[config.mk]
export PLATFORM = sky130hd
export DESIGN_NAME = vfu_result_wb_buffer
export DESIGN_NICKNAME = d
export VERILOG_FILES = /design/src/rtl/vfu_result_wb_buffer.sv
export SDC_FILE = /design/constraint.sdc
export NUM_CORES = 1
export LEC_CHECK = 0
export CORE_MARGIN = 3
export CORE_UTILIZATION = 52
export DETAILED_ROUTE_END_ITERATION = 8
export PLACE_DENSITY_LB_ADDON = 0.2
export REMOVE_ABC_BUFFERS = 1
export SLEW_MARGIN = 20
export SYNTH_ARGS = -nofsm -noshare
export SYNTH_HDL_FRONTEND = slang
export SYNTH_SLANG_ARGS = --single-unit
[constraint.sdc]
create_clock -name clk_i -period 10.8 [get_ports clk_i]
set_input_delay 2.16 -clock clk_i [delete_from_list [all_inputs] [get_ports clk_i]]
set_output_delay 2.16 -clock clk_i [all_outputs]
set_load 0.01 [all_outputs]
[src/rtl/vfu_result_wb_buffer.sv]
// ============================================================================
// Module      : vfu_result_wb_buffer
// Description : Per-lane writeback buffer. Two FU result FIFOs (ALU, MFPU)
//               merged onto one VRF write port by a lock-stable round-robin.
// Revision    : 1.0 - initial release
// ============================================================================
`default_nettype none

module vfu_result_wb_buffer #(
    parameter int DATA_WIDTH = 128,
    parameter int ADDR_WIDTH = 10,
    parameter int ID_WIDTH   = 3,
    parameter int DEPTH      = 2
) (
    input  logic                        clk_i,
    input  logic                        rst_ni,

    input  logic                        alu_req_i,
    input  logic [ID_WIDTH-1:0]         alu_id_i,
    input  logic [ADDR_WIDTH-1:0]       alu_addr_i,
    input  logic [DATA_WIDTH-1:0]       alu_wdata_i,
    input  logic [DATA_WIDTH/8-1:0]     alu_be_i,
    output logic                        alu_gnt_o,

    input  logic                        mfpu_req_i,
    input  logic [ID_WIDTH-1:0]         mfpu_id_i,
    input  logic [ADDR_WIDTH-1:0]       mfpu_addr_i,
    input  logic [DATA_WIDTH-1:0]       mfpu_wdata_i,
    input  logic [DATA_WIDTH/8-1:0]     mfpu_be_i,
    output logic                        mfpu_gnt_o,

    output logic                        vrf_req_o,
    output logic [ID_WIDTH-1:0]         vrf_id_o,
    output logic [ADDR_WIDTH-1:0]       vrf_addr_o,
    output logic [DATA_WIDTH-1:0]       vrf_wdata_o,
    output logic [DATA_WIDTH/8-1:0]     vrf_be_o,
    output logic                        vrf_src_o,
    input  logic                        vrf_gnt_i,

    output logic [$clog2(DEPTH):0]      alu_occ_o,
    output logic [$clog2(DEPTH):0]      mfpu_occ_o,
    output logic                        idle_o
);

    localparam int c_BE_W    = DATA_WIDTH / 8;
    localparam int c_PTR_W   = $clog2(DEPTH);
    localparam int c_OCC_W   = $clog2(DEPTH) + 1;
    localparam int c_ENTRY_W = ID_WIDTH + ADDR_WIDTH + DATA_WIDTH + c_BE_W;

    logic [1:0]           w_req;
    logic [1:0]           w_gnt;
    logic [1:0]           w_pop;
    logic [1:0]           w_nonempty;
    logic [c_ENTRY_W-1:0] w_push_data [2];
    logic [c_ENTRY_W-1:0] w_head      [2];
    logic [c_OCC_W-1:0]   w_occ       [2];

    assign w_req          = {mfpu_req_i, alu_req_i};
    assign w_push_data[0] = {alu_id_i, alu_addr_i, alu_wdata_i, alu_be_i};
    assign w_push_data[1] = {mfpu_id_i, mfpu_addr_i, mfpu_wdata_i, mfpu_be_i};

    // Index 0 = ALU channel, index 1 = MFPU channel.
    for (genvar g = 0; g < 2; g++) begin : g_ch
        logic [c_ENTRY_W-1:0] r_mem [DEPTH];
        logic [c_PTR_W-1:0]   r_wptr;
        logic [c_PTR_W-1:0]   r_rptr;
        logic [c_OCC_W-1:0]   r_occ;

        // Grant looks only at occupancy, so a full FIFO never passes through.
        assign w_gnt[g] = w_req[g] & (r_occ < c_OCC_W'(DEPTH));

        always_ff @(posedge clk_i or negedge rst_ni) begin
            if (!rst_ni) begin
                r_wptr <= '0;
                r_rptr <= '0;
                r_occ  <= '0;
            end else begin
                if (w_gnt[g]) r_wptr <= r_wptr + 1'b1;
                if (w_pop[g]) r_rptr <= r_rptr + 1'b1;
                case ({w_gnt[g], w_pop[g]})
                    2'b10:   r_occ <= r_occ + 1'b1;
                    2'b01:   r_occ <= r_occ - 1'b1;
                    default: r_occ <= r_occ;
                endcase
            end
        end

        always_ff @(posedge clk_i) begin
            if (w_gnt[g]) r_mem[r_wptr] <= w_push_data[g];
        end

        assign w_head[g]     = r_mem[r_rptr];
        assign w_occ[g]      = r_occ;
        assign w_nonempty[g] = (r_occ != '0);
    end

    logic                 r_lock;
    logic                 r_lock_sel;
    logic                 r_rr_last;
    logic                 w_sel;
    logic                 w_vrf_req;
    logic                 w_fire;
    logic [c_ENTRY_W-1:0] w_out;

    always_comb begin
        w_sel = 1'b0;
        if (r_lock) begin
            w_sel = r_lock_sel;
        end else if (w_nonempty == 2'b11) begin
            w_sel = ~r_rr_last;
        end else if (w_nonempty[1]) begin
            w_sel = 1'b1;
        end
    end

    assign w_vrf_req = w_nonempty[w_sel];
    assign w_fire    = w_vrf_req & vrf_gnt_i;
    assign w_pop     = {w_fire & w_sel, w_fire & ~w_sel};

    // r_rr_last resets to MFPU so the first tie goes to the ALU.
    always_ff @(posedge clk_i or negedge rst_ni) begin
        if (!rst_ni) begin
            r_lock     <= 1'b0;
            r_lock_sel <= 1'b0;
            r_rr_last  <= 1'b1;
        end else if (w_fire) begin
            r_lock    <= 1'b0;
            r_rr_last <= w_sel;
        end else if (w_vrf_req) begin
            r_lock     <= 1'b1;
            r_lock_sel <= w_sel;
        end
    end

    // Payload is zeroed while nothing is presented so stale RAM never shows.
    assign w_out = w_vrf_req ? w_head[w_sel] : '0;
    assign {vrf_id_o, vrf_addr_o, vrf_wdata_o, vrf_be_o} = w_out;

    assign vrf_req_o  = w_vrf_req;
    assign vrf_src_o  = w_sel;
    assign alu_gnt_o  = w_gnt[0];
    assign mfpu_gnt_o = w_gnt[1];
    assign alu_occ_o  = w_occ[0];
    assign mfpu_occ_o = w_occ[1];
    assign idle_o     = (w_occ[0] == '0) & (w_occ[1] == '0);

endmodule

`default_nettype wire

Word-level counts from Yosys, hierarchy flattened
Memories as Yosys holds them, arrays and structs flattened.
Index checks and enable logic that the tools add are counted.
W data, S select, Z words.
- multiplexer cells: 17
- reductions and logical operators: 8
- equality and inequality tests: 5
- $lt $le $gt $ge: 4
- $add $sub $neg: 8
- bitwise logic cells: 10
- operators with widths (kind ; number):
    $mux W157 ; 4
    $mux W1 ; 11
    $reduce_bool A2 Y1 ; 5
    $pmux W2 S2 ; 2
    $and A1 B1 Y1 ; 6
    $eq A2 B2 Y1 const B ; 3
    $add A1 B1 Y1 const B ; 4
    $add A2 B1 Y2 const B ; 2
    $eq A2 B1 Y1 const B ; 2
    $logic_not A2 Y1 ; 2
    $lt A2 B2 Y1 const B ; 2
    $sub A2 B1 Y2 const B ; 2
    $not A1 Y1 ; 3
    $ge A2 B2 Y1 const B ; 1
    $lt A1 B2 Y1 const B ; 1
    $not A1 Y2 ; 1
    $reduce_and A2 Y1 ; 1
- input bits: 319
- memories kept: 2
- register bits after elaboration: 11
- word-level logic and storage cells: 63
- output and inout port bits: 166
- bits in writable memories: 628
- memory list (memory ; depth ; width ; rd ports ; clocked after memory_dff ; write ports ; line ; RTL):
    g_ch[0].r_mem ; 2 ; 157 ; 1 ; 0 ; 1 ; 64 ; logic [c_ENTRY_W-1:0] r_mem [DEPTH];
    g_ch[1].r_mem ; 2 ; 157 ; 1 ; 0 ; 1 ; 64 ;

Longest topological paths before layout
Gate-level depths: netlist of run 1.
- word-level depth: 10
- gate-level depth with buffers: 8
- depth with buffers taken out: 7

Worst setup path after synthesis of run 1
OpenSTA, ideal clock, no wires.
- path kind: input port to flip-flop
- start: input port alu_req_i
- end: memory g_ch[0].r_mem[0][0] (netlist name), enable pin
- required time: 10.124 ns
- stages: 2
- slack: 1.326 ns
- library setup time: 0.676 ns
- data arrival time: 8.797 ns
- cell sequence: nand2b_1 nor2_1
- word-level cells in the longest chain between the ends: 3
- RTL lines (element ; line ; RTL):
    start, declared ; 18 ; input logic alu_req_i,
    $and A1 B1 Y1 ; 70 ; assign w_gnt[g] = w_req[g] & (r_occ < c_OCC_W'(DEPTH));
    $mux W1 ; 89 ; if (w_gnt[g]) r_mem[r_wptr] <= w_push_data[g];
    $mux W1 (implied by the code) ; 89 ;
    end, declared ; 64 ;
Every way passes these cells.

Worst setup path after layout of run 1
- start: register g_ch[1].r_occ[0], in the netlist mfpu_occ_o[0]
- end: output port vrf_addr_o[8]
- word-level cells in the longest chain between the ends: 9
- elaborated cells on any way between the ends: 12
- RTL lines (element ; line ; RTL):
    start, declared ; 67 ; logic [c_OCC_W-1:0] r_occ;
    start signal, assigned ; 81 ; 2'b10: r_occ <= r_occ + 1'b1;
    start signal, assigned ; 82 ; 2'b01: r_occ <= r_occ - 1'b1;
    start signal, assigned ; 83 ; default: r_occ <= r_occ;
    $reduce_bool A2 Y1 (*) ; 94 ; assign w_nonempty[g] = (r_occ != '0);
    $eq A2 B2 Y1 or $mux W1 (tied branches) ; 109, 111 ;
    $mux W1 ; 109 ; end else if (w_nonempty == 2'b11) begin
    $mux W1 ; 107 ; if (r_lock) begin
    $not A1 Y2 (implied by the code) ; 136 ; assign w_out = w_vrf_req ? w_head[w_sel] : '0;
    $mux W157 (implied by the code) (3 in series) ; 136 ;
    $mux W157 (*) ; 136 ;
    end, declared ; 34 ; output logic [ADDR_WIDTH-1:0] vrf_addr_o,
Mark *: on every way between the ends. The rest lies on a longest branch, timed or not. The select of a mux whose other input is x is not followed.

==> results of run 1 <==
[critical path, cell delays in order (launching register included)]
cell and delay, ps:
dfrtp_1 480, nor2_2 300, o31a_4 770, buf_4 680, buf_4 640, o22ai_2 160
clkdlybuf4s50_1 530
[worst max path at each step]
stage                          end  slack, ps  cells past startpoint
5_1_grt            vrf_wdata_o[91]       4150                      6
6_report             vrf_addr_o[8]       4370                      6
3_3_place_gp       vrf_wdata_o[91]       5060                      6
3_5_place_dp         vrf_addr_o[8]       4970                      6
4_1_cts            vrf_wdata_o[91]       4310                      6
2_1_floorplan  g_ch[1].r_mem[0][0]       1330                      2
[cell families (layout without fill, tap and decap cells)]
family,Yosys count,in the layout,synth area share (%)
buffers and inverters,78,626,2.46
other,0,8,0
DFF,639,639,76.4
AOI/OAI and AO/OA,171,171,7.68
adders and majority gates,2,2,0.0999
xor gates and xnor gates,10,10,0.350
muxes,314,314,12.6
and+or+nand+nor,21,21,0.440
[metal layers]
metal  global-route usage [%]  vias to the layer above
met4                     8.02                       20
li1                         -                     6018
met1                     28.6                     6795
met3                     7.13                      103
met5                        0                        -
met2                     40.0                      457
[flip-flops by register name, summed over array words and instances (netlist names)]
signal and flops:
g_ch.r_rptr 2, r_rr_last 1, r_lock_sel 1, alu_occ_o 2
r_lock 1, g_ch.r_mem 628, mfpu_occ_o 2, g_ch.r_wptr 2
[placed cells by master (no fill, tap or decap), types with 3 or more instances in the layout]
master,instances
buf_4,22
xnor2_1,7
clkdlybuf4s50_1,484
inv_1,4
o21ai_0,3
clkbuf_1,17
edfxtp_1,628
o22ai_1,27
clkinv_1,11
mux2i_1,314
diode_2,8
xor2_1,3
bufinv_16,3
o22ai_2,130
o21a_1,4
clkbuf_16,71
clkinv_2,11
nand2b_1,4
nor2_1,4
dfrtp_1,8
[stage by stage]
stage	worst slack [ps]	util, %	cell area [sq um]	std cells
global route	4150	68.7	32300	2394
CTS	4310	68.6	32300	2390
global placement	5060	64.3	30200	2274
floorplan	1330	-	24400	1161
detailed placement	4970	64.3	30200	2274
finish	4370	68.7	32300	2398
[where the power goes]
part | switching (mW) | total (mW) | internal [mW]
registers | 0.187 | 3.47 | 3.28
logic | 2.24 | 4.23 | 2.00
clock network | 0.893 | 2.17 | 1.27
total | 3.32 | 9.87 | 6.55
[final cells by class]
type                       instances  area share [%]
clock inverter                    27           0.627
tap                              607            2.35
clock buffer                      89            5.74
multi-input combinational        518            16.4
timing repair buffer             506            15.5
antenna                            8          0.0620
inverter                           4          0.0465
sequential                       639            59.2
==> results.json, run 1 <==
{
  "status": "finished clean",
  "nets": 2056,
  "drt_first_pass_iters": 4,
  "drc": 0,
  "ys_types": 34,
  "slew_viol_final": 0,
  "gr-usage-all-layers_pct": 23.4,
  "cp.arrival_ps": 4270,
  "peakVddDrop_uv": 354,
  "synth-edff-count": 628,
  "min-delay-start": "r_rr_last",
  "antenna_found_initial": 17,
  "worstSkewPairLatency_ps": 580,
  "max-slew-margin-rel_pct": 30.3,
  "endpoint_kind": "output pin",
  "worst_pin_slew_ps": 1050,
  "ys_top_cells_by_area": "edfxtp_1, mux2i_1, o22ai_2",
  "syn_inst": 1235,
  "cts_tree": "yes",
  "vias_per_cell": 5.59,
  "ant_nets": 0,
  "clock_path_buffers": 3,
  "ys_seq_elements": 639,
  "fin_skew_ps": 13.1,
  "post-dp-hpwl_mm": 39.1,
  "die_x_microns": 225,
  "vias": 13400,
  "cts_resized": 0,
  "first_global_vias": 14000,
  "cellPowerDensity_mw_per_mm2": 305,
  "wl_met1_mm": 23.0,
  "r2r-end": "g_ch[0].r_mem[0][41]",
  "leakagePower_nw": 11.4,
  "hold_depth": 2,
  "io_buffers": 484,
  "avgSynthCellArea_sq_um": 20.3,
  "synth_most_common_cell": "edfxtp_1",
  "crit_required_ps": 8640,
  "min_to": "r_rr_last",
  "gp_congestion": 0.812,
  "rows": 79,
  "die-height_microns": 225,
  "cts_hold_buffers": 0,
  "post_route_cells_drive_above_1_share_pct": 14.1,
  "fp.dieArea_sq_mm": 0.0508,
  "final-seq-area_sq_mm": 0.0191,
  "grt_start_max_net_pins": 68,
  "rr_worst_depth": 3,
  "cp-start-kind": "register",
  "core_sq_mm": 0.0471,
  "cp-startpoint": "mfpu_occ_o[0]",
  "route.met2.wl_mm": 30.7,
  "yosysSeqAreaShare_pct": 76.4,
  "syn2layout_area_growth_pct": 29.0,
  "power_mw": 9.87,
  "maxCapViolCount": 0,
  "yosys-top-cells-count": "edfxtp_1, mux2i_1, o22ai_2",
  "grt_pass1_wl_mm": 87.9,
  "fillers": 3010,
  "timing.hold.ws_ps": 538,
  "grt_remaining_overflow": 0,
  "yosysWarnings": 0,
  "multi_input_area_sq_mm": 0.00531,
  "start_util_pct": 53.2,
  "cts.clk_slew.worst_paths_ps": 60,
  "post-cts-setup-buffer-count": 0,
  "r2r_start": "alu_occ_o[1]",
  "dr.first_iter.drc_count": 857,
  "min_period_over_period_pct": 59.5,
  "holdCritPathClass": "register to register",
  "crit_path_max_fanout": 52,
  "rrSetupSlack_ps": 7900,
  "async_flop_share_pct": 1.72,
  "syn_area_sq_mm": 0.0250,
  "numCtsBuffers": 66,
  "ctsRootBufferMaster": "clkbuf_16",
  "synth_top_area_share_pct": 75.3,
  "rsz0062_at_grt": "no",
  "ios": 485,
  "final-setup-viol-count": 0,
  "cts_num_sinks": 639,
  "top_layer": "met5",
  "synth_top_area_cell": "edfxtp_1",
  "post_drt_wl_per_cell_microns": 25.2,
  "h-tree-depth": 3,
  "hold_viol": 0,
  "drt_wl_total_mm": 60.3,
  "wl_met3_mm": 4.95,
  "ys.flop_type": "edfxtp_1",
  "finalSetupTns_ps": 0,
  "max_freq_ghz": 0.156,
  "worstSetupPathType": "register to output pin",
  "period_minus_slack_ps": 6430
}
Power figures use the tool's default switching activity.
==> run 2, diff against run 1 <==
--- a/config.mk
+++ b/config.mk
@@ -6,7 +6,7 @@
 export NUM_CORES = 1
 export LEC_CHECK = 0
 export CORE_MARGIN = 3
-export CORE_UTILIZATION = 52
+export CORE_UTILIZATION = 47
 export DETAILED_ROUTE_END_ITERATION = 8
 export PLACE_DENSITY_LB_ADDON = 0.2
 export REMOVE_ABC_BUFFERS = 1
==> constraint.sdc (replaced) <==
create_clock -name clk_i -period 5.85 [get_ports clk_i]
set_input_delay 1.17 -clock clk_i [delete_from_list [all_inputs] [get_ports clk_i]]
set_output_delay 1.17 -clock clk_i [all_outputs]
set_load 0.01 [all_outputs]
==> run 2 against run 1 <==
Compared with the run above: die area increased by 10%; first-iteration DRC count increased by 0.58%; routed wire length decreased by 0.35%; clock-buffer cell count increased by 2; critical path depth decreased by 1; via count decreased by 0.72%; global-route usage decreased by 2.6 points; worst hold slack improved by 8.2 ps; register-to-register slack got worse by 4600 ps; total power increased by 86%; cell area increased by 1.0%; core utilization decreased by 5.9 points; critical endpoint is now vrf_wdata_o[48]; highest routed layer unchanged.
==> results.json, run 2 (synthesis results as in run 1) <==
{
  "status": "finished clean",
  "antenna_found_initial": 12,
  "crit_required_ps": 4680,
  "core_sq_mm": 0.0520,
  "hold_viol": 0,
  "syn2layout_area_growth_pct": 30.3,
  "finalSetupTns_ps": 0,
  "fin_area_sq_mm": 0.0326,
  "cts_hold_buffers": 0,
  "top_register": "g_ch.r_mem",
  "vias_per_cell": 5.37,
  "drc": 0,
  "ios": 485,
  "post_route_cells_drive_above_1_share_pct": 14.2,
  "min_period_over_period_pct": 77.9,
  "cts_num_sinks": 639,
  "rsz0062_at_grt": "no",
  "peakVddDrop_uv": 402,
  "max-slew-margin-rel_pct": 32.6,
  "first_global_vias": 13800,
  "largest_register_ffs": 628,
  "timing.hold.ws_ps": 546,
  "drt_first_pass_iters": 6,
  "period_minus_slack_ps": 4560,
  "crit_path_max_fanout": 40,
  "worstSetupPathType": "register to output pin",
  "drt_wl_total_mm": 60.1,
  "ant_nets": 0,
  "dr.first_iter.drc_count": 862,
  "cellPowerDensity_mw_per_mm2": 563,
  "post_drt_wl_per_cell_microns": 24.3,
  "die_x_microns": 237,
  "final-setup-viol-count": 0,
  "h-tree-depth": 3,
  "gr-usage-all-layers_pct": 20.9,
  "stdcell_count": 2475,
  "cp.arrival_ps": 3390,
  "gp_congestion": 0.801,
  "vias": 13300,
  "fillers": 3640,
  "fp.dieArea_sq_mm": 0.0561,
  "maxCapViolCount": 0,
  "cts_tree": "yes",
  "ctsRootBufferMaster": "clkbuf_16",
  "fin_skew_ps": 20.2,
  "post-dp-hpwl_mm": 39.0,
  "place_inst": 2348,
  "rows": 83,
  "cp-startpoint": "mfpu_occ_o[0]",
  "endpoint_kind": "output pin",
  "leakagePower_nw": 11.5,
  "grt_pass1_wl_mm": 87.7,
  "cts.clk_slew.worst_paths_ps": 60,
  "cp-start-kind": "register",
  "post-cts-setup-buffer-count": 0,
  "rrSetupSlack_ps": 3280,
  "grt_remaining_overflow": 0,
  "r2r_start": "alu_occ_o[1]",
  "max_freq_ghz": 0.219,
  "numCtsBuffers": 67,
  "start_util_pct": 48.1,
  "worstSkewPairLatency_ps": 590,
  "final_cell_mix": "edfxtp_1, clkdlybuf4s50_1, mux2i_1",
  "min-delay-start": "r_rr_last",
  "slew_viol_final": 0,
  "nets": 2058,
  "mostFrequentLayoutCell": "edfxtp_1",
  "worst_pin_slew_ps": 1010,
  "clock_path_buffers": 3,
  "die-height_microns": 237,
  "io_buffers": 484,
  "cts_resized": 0,
  "grt_start_max_net_pins": 91,
  "holdCritPathClass": "register to register",
  "placed_area_sq_mm": 0.0305
}
==> run 2: changes by cell type in the layout (fill, tap and decap cells not counted) <==
cell	delta
clkinv_2	-3
buf_12	+15
buf_4	-14
clkinvlp_4	+3
diode_2	+1
clkbuf_8	+2
==> run 2: worst paths after layout <==
| kind | endpoint | cells past startpoint |
|---|---|---|
| worst min-delay path | r_rr_last | 2 |
| max in group asynchronous | g_ch[1].r_rptr | 1 |
| min in group asynchronous | r_lock_sel | 1 |
| worst max-delay path | vrf_wdata_o[48] | 5 |
| worst max register to register | g_ch[0].r_mem[1][80] | 4 |
| worst min register to register | r_rr_last | 2 |
==> run 2: power by group <==
group	switching [mW]	internal, mW
Sequential	0.374	6.04
Clock	1.66	2.38
Combinational	4.11	3.79
Total	6.15	12.2
==> run 2: layer usage <==
| metal | wire length (microns) | global-route usage (%) | vias to the layer above | share of wire (%) |
|---|---|---|---|---|
| met4 | 1650 | 7.88 | 6 | 2.8 |
| met2 | 30300 | 34.7 | 460 | 50 |
| met3 | 4570 | 5.90 | 90 | 7.6 |
| li1 | - | - | 6035 | - |
| met1 | 23500 | 26.1 | 6705 | 39 |
| met5 | 31 | 0 | - | 0.052 |
==> run 2: layout make-up <==
| type | instances | area, sq um | share of cell area, % |
|---|---|---|---|
| well taps | 680 | 851 | 2.61 |
| flip-flops and latches | 639 | 19100 | 58.7 |
| repair buffers | 507 | 5200 | 15.9 |
| clock inverters | 27 | 210 | 0.644 |
| clock buffers | 91 | 1880 | 5.77 |
| inverters | 4 | 15.0 | 0.0460 |
| multi-input cells | 518 | 5310 | 16.3 |
| diodes | 9 | 22.5 | 0.0690 |
==> run 2: metrics by stage <==
| stage | power, mW | utilization (%) | worst slack, ps |
|---|---|---|---|
| CTS | 18.6 | 62.7 | 1270 |
| global placement | 14.4 | 58.7 | 1940 |
| detailed placement | 14.5 | 58.7 | 1920 |
| global route | 19.1 | 62.7 | 1170 |
| finish | 18.4 | 62.7 | 1290 |
| floorplan | 11.4 | - | -2630 |
==> run 2: critical path, stage by stage (launching register included) <==
cell	delay (ps)
dfrtp_1	480
nor2_2	290
o31a_4	740
buf_4	550
o22ai_2	140
clkdlybuf4s50_1	540
